===== src/rtl/seg_adder_pkg.sv =====
// Shared types and elaboration helpers for the segmented adder/subtractor.
package seg_adder_pkg;

  typedef enum logic [1:0] {
    IDLE = 2'd0,
    RUN  = 2'd1,
    DONE = 2'd2
  } state_t;

  // Number of W-bit segments needed to cover an N-bit operand.
  function automatic int nseg(input int n, input int w);
    return n / w;
  endfunction

  // Segment counter width; a single-segment adder still keeps a 1-bit counter.
  function automatic int cntw(input int k);
    return (k > 1) ? $clog2(k) : 1;
  endfunction

endpackage


===== src/rtl/seg_adder_ripple.sv =====
// W-bit ripple-carry segment adder, reused by seg_adder once per clock.
module seg_ripple #(
  parameter int W = 16
) (
  input  logic [W-1:0] x,
  input  logic [W-1:0] y,
  input  logic         ci,
  output logic [W-1:0] s,
  output logic         co
);

  logic [W:0] c;

  assign c[0] = ci;

  // One full-adder stage per bit; the carry chain is W stages long.
  for (genvar i = 0; i < W; i++) begin : g_bit
    assign s[i]   = x[i] ^ y[i] ^ c[i];
    assign c[i+1] = (x[i] & y[i]) | (c[i] & (x[i] ^ y[i]));
  end

  assign co = c[W];

endmodule


===== src/rtl/seg_adder.sv =====
// Multi-cycle N-bit adder/subtractor that walks one W-bit segment per clock,
// least-significant segment first, with valid/ready on both sides.
module seg_adder
  import seg_adder_pkg::*;
#(
  parameter int N = 64,
  parameter int W = 16
) (
  input  logic         clk,
  input  logic         rst,
  input  logic         in_valid,
  output logic         in_ready,
  input  logic [N-1:0] a,
  input  logic [N-1:0] b,
  input  logic         cin,
  input  logic         sub,
  output logic         out_valid,
  input  logic         out_ready,
  output logic [N-1:0] sum,
  output logic         cout,
  output logic         ovf
);

  localparam int K  = nseg(N, W);
  localparam int CW = cntw(K);

  if ((W < 1) || (N % W != 0)) begin : g_bad_width
    $error("seg_adder: N must be a non-zero multiple of W");
  end

  state_t        state;
  logic [CW-1:0] cnt;
  logic [N-1:0]  a_reg;
  logic [N-1:0]  b_reg;
  logic [N-1:0]  acc;
  logic [N-1:0]  acc_next;
  logic          carry;
  logic [W-1:0]  seg_s;
  logic          seg_co;
  logic          last;
  int            base;

  // Bit offset of the segment being processed this cycle.
  always_comb begin
    base = int'(cnt) * W;
  end

  seg_ripple #(.W(W)) u_seg (
    .x  (a_reg[base +: W]),
    .y  (b_reg[base +: W]),
    .ci (carry),
    .s  (seg_s),
    .co (seg_co)
  );

  // Accumulator as it will look once the current segment is written back.
  always_comb begin
    acc_next = acc;
    acc_next[base +: W] = seg_s;
  end

  assign last = (cnt == CW'(K - 1));

  // Handshake FSM: latch operands in IDLE, ripple one segment per RUN cycle,
  // and hold the registered result in DONE until the consumer takes it.
  always_ff @(posedge clk) begin
    if (rst) begin
      state     <= IDLE;
      in_ready  <= 1'b1;
      out_valid <= 1'b0;
      sum       <= '0;
      cout      <= 1'b0;
      ovf       <= 1'b0;
      cnt       <= '0;
      carry     <= 1'b0;
      a_reg     <= '0;
      b_reg     <= '0;
      acc       <= '0;
    end else begin
      case (state)
        IDLE: begin
          if (in_valid) begin
            a_reg    <= a;
            b_reg    <= sub ? ~b : b;
            carry    <= cin ^ sub;
            cnt      <= '0;
            in_ready <= 1'b0;
            state    <= RUN;
          end
        end
        RUN: begin
          acc   <= acc_next;
          carry <= seg_co;
          cnt   <= cnt + 1'b1;
          if (last) begin
            cnt       <= '0;
            sum       <= acc_next;
            cout      <= seg_co;
            ovf       <= (a_reg[N-1] == b_reg[N-1]) && (acc_next[N-1] != a_reg[N-1]);
            out_valid <= 1'b1;
            state     <= DONE;
          end
        end
        DONE: begin
          if (out_ready) begin
            out_valid <= 1'b0;
            in_ready  <= 1'b1;
            state     <= IDLE;
          end
        end
        default: begin
          state     <= IDLE;
          in_ready  <= 1'b1;
          out_valid <= 1'b0;
        end
      endcase
    end
  end

endmodule


===== config.mk =====
export PLATFORM = sky130hd
export DESIGN_NAME = seg_adder
export DESIGN_NICKNAME = d
export VERILOG_FILES = /design/src/rtl/seg_adder_pkg.sv /design/src/rtl/seg_adder_ripple.sv /design/src/rtl/seg_adder.sv
export SDC_FILE = /design/constraint.sdc
export NUM_CORES = 1
export LEC_CHECK = 0
export ABC_CLOCK_PERIOD_IN_PS = 12600
export CAP_MARGIN = 5
export CORE_MARGIN = 2
export CORE_UTILIZATION = 52
export DETAILED_ROUTE_END_ITERATION = 16
export DONT_BUFFER_PORTS = 1
export PLACE_DENSITY = 0.63
export REMOVE_ABC_BUFFERS = 1
export SLEW_MARGIN = 15
export SYNTH_ARGS = -nofsm -noshare
export SYNTH_HDL_FRONTEND = slang
export SYNTH_SLANG_ARGS = --single-unit

===== constraint.sdc =====
create_clock -name clk -period 12.6 [get_ports clk]
set_input_delay 2.52 -clock clk [delete_from_list [all_inputs] [get_ports clk]]
set_output_delay 2.52 -clock clk [all_outputs]
set_load 0.03 [all_outputs]

==> results.sh <==
export IMPL_port_buffers=0
export IMPL_fillCellCount=2049
export IMPL_cts_setup_buffers=0
export IMPL_grt_max_degree=267
export IMPL_die_w_um=156
export IMPL_cts_resized=0
export IMPL_cts_buffers=28
export IMPL_cts_tree="yes"
export IMPL_via_per_inst=5.47
export IMPL_crit_top_cell="fa_1"
export IMPL_fin_crit_ps=8800
export IMPL_setup_violations=0
export IMPL_gp_congestion=0.760
export IMPL_drt_iter0_drc=549
export IMPL_slew_viol_final=0
export IMPL_grt_overflow=0
export IMPL_leakage_nw=4.38
export IMPL_layout_cells_non_filler=1523
export IMPL_p_per_area_nw_per_um2=158
export IMPL_fp_row_count=55
export IMPL_grt_pass1_wl_um=42500
export IMPL_worstPathMaxFanout=25
export IMPL_initial_core_util_pct=53.1
export IMPL_clock_latency_ps=540
export IMPL_wl_per_cell_um=17.5
export IMPL_hold_class="register to register"
export IMPL_nets=1374
export IMPL_switching_share_pct=25.3
export IMPL_worstSetupStartpointType="register"
export IMPL_fin_crit_sh_pct=69.9
export IMPL_r2r_setup_slack_ps=3800
export IMPL_place_area_um2=11900
export IMPL_root_buffer="clkbuf_16"
export IMPL_p_switching_w=0.000510
export IMPL_ys_seq_area_share_pct=44.0
export IMPL_r2r_cells=25
export IMPL_ys_ff_latch=265
export IMPL_netlist_instances=1296
export IMPL_grt_pass1_vias=7859
export IMPL_htree_levels=1
export IMPL_pin_count=202
export IMPL_dp_hpwl_um=17100
export IMPL_clockBufferDepth=3
export IMPL_firstDrtPassIters=5
export IMPL_fmax_mhz=114
export IMPL_diodes=0
export IMPL_core_um2=22700
export IMPL_syn_to_final_growth_pct=6.20
export IMPL_synth_cell_type_count=41
export IMPL_seq_power_share_pct=45.6
export IMPL_synthesis_area_um2=12100
export IMPL_antenna_found_initial=0
export IMPL_skew_ps=9.19
export IMPL_vias=8327
export IMPL_internal_power_w=0.00151
export IMPL_path_clk_slew_ps=60
export IMPL_drtAntennaViolNets=0
export IMPL_wl_um=26700
export IMPL_slowest_delay_ps=620
export IMPL_criticalPathCategory="register to register"
export IMPL_layout_drive_gt1_share_pct=11.7
export IMPL_path_delay_family="adder cells"
export IMPL_tns_ps=0
export IMPL_hold_viol=0
export IMPL_worstMarginPinSlew_ps=968
export IMPL_worst_slew_margin_rel_pct=35.5
export IMPL_outcome="complete, no violations"
export IMPL_arrival_ps=9230
export IMPL_critPathBufInv=5
export IMPL_maxCapViolCount=0
export IMPL_pwr_share_comb_pct=12.9
export IMPL_yosys_warnings=0
export IMPL_cts_hold_fix_buffers=0
export IMPL_required_ps=13030
export IMPL_crit_cells=25
export IMPL_pwr_share_clk_pct=41.5
export IMPL_endpoint_kind="register"
export IMPL_final_cell_area_um2=12800
export IMPL_syn_avg_cell_area_um2=9.31
export IMPL_ir_drop_mv=0.0814
export IMPL_chipHeight_um=156
export IMPL_rsz0062_at_grt="no"
export IMPL_crit_slowest_cell="dfxtp_2"
export IMPL_hold_slack_ps=452
export IMPL_cts_sinks=265
export IMPL_placed_cells=1473
export IMPL_drc_errors=0
export IMPL_die_area_um2=24400
export IMPL_grtUsageTotal_pct=21.6
export IMPL_whs_path_depth=2
## Yosys cell counts
cell        n  area, µm²
a22oi_1     1       7.51
o32a_1      1       10.0
o21bai_1    1       7.51
or3b_2      1       8.76
buf_1       1       3.75
buf_4      24        180
dfxtp_1   265       5310
and3b_1     1       8.76
nor3b_2     1       12.5
nand2b_1    2       12.5
a221oi_2    1       15.0
or2_2       1       6.26
a211oi_2   50        626
fa_1       16        320
xor2_1      1       8.76
buf_6       6       67.6
o31ai_1     1       7.51
clkbuf_2    3       15.0
nand3b_1    1       7.51
and2b_1    19        143
a221o_1     1       10.0
clkbuf_1   41        154
a21oi_1   135        676
and4bb_2    3       37.5
buf_2      41        205
nand3_1     2       10.0
or3_1       1       6.26
nor2_1    195        732
and4b_1     1       10.0
or3b_1      1       8.76
nand2_1   132        495
a211oi_1  143       1070
o21a_1      1       7.51
xnor2_1    64        561
nor3b_1     1       7.51
mux4_2     32        721
ha_1        6       75.1
or4_1       1       7.51
inv_1      50        188
nor2b_1    47        294
and4bb_4    1       16.3
## routing by layer
| layer | GRT usage, % | wire length, µm | vias up |
|---|---|---|---|
| met5 | 0 | 0 | - |
| met4 | 5.16 | 522 | 0 |
| met3 | 4.32 | 1600 | 38 |
| met2 | 32.6 | 11600 | 185 |
| met1 | 31.8 | 13000 | 3826 |
| li1 | - | - | 4278 |
## layout by cell type (no fill, tap or decap), drive strengths merged, types with 3 or more instances in the layout
cell	n
dfxtp	265
nor2	195
a211oi	193
a21oi	135
nand2	132
xnor2	64
inv	50
nor2b	47
clkbuf	42
mux4	32
and2b	19
fa	16
buf	8
ha	6
clkinv	4
and4bb	4
bufinv	3
## power groups by stage
stage / combinational, W / sequential [W] / clock (W)
final: 0.000260 / 0.000920 / 0.000838
after global routing: 0.000292 / 0.000927 / 0.000888
after CTS: 0.000263 / 0.000920 / 0.000853
after detailed placement: 0.000262 / 0.000938 / 0
after global placement: 0.000258 / 0.000937 / 0
after floorplan: 0.000206 / 0.000933 / 0
## per-stage QoR
stage	setup WS, ps	power (W)	utilization, %
final	3800	0.00202	56.4
after global routing	3350	0.00211	56.4
after CTS	3710	0.00204	56.4
after detailed placement	3710	0.00120	52.3
after global placement	3850	0.00119	52.3
after floorplan	3660	0.00114	-
## final cells by class
class	count	area [µm²]	share of cell area, %
inverters	50	188	1.46
clock inverters	8	118	0.918
flip-flops and latches	265	5310	41.4
multi-input cells	865	5960	46.5
well taps	285	357	2.78
clock buffers	42	825	6.43
repair buffers	8	60.1	0.469
## worst register-to-register path, cell delays in order, from the launching register on
cell and delay, ps:
dfxtp_2 620, buf_4 520, mux4_2 310, inv_1 60, fa_1 410, fa_1 410
fa_1 400, fa_1 400, fa_1 390, fa_1 390, fa_1 380, fa_1 380
fa_1 390, fa_1 410, fa_1 390, fa_1 450, fa_1 390, inv_1 80
fa_1 160, inv_1 50, fa_1 360, inv_1 70, fa_1 490, and4bb_2 290
a221o_1 310, o21a_1 170
## final timing paths
kind	from	end
worst max-delay path	cnt[0]	ovf
worst min-delay path	a_reg[23]	a_reg[23]
worst max register to register	cnt[0]	ovf
worst min register to register	a_reg[23]	a_reg[23]
## logic make-up after synthesis
logic type	share of synthesized area (%)
flops	44.0
mux	5.97
compound gates	20.2
xor+xnor	4.72
buf+inv	6.74
simple gates	15.1
fa+ha+maj	3.28
(Power assumes the default switching activity.)
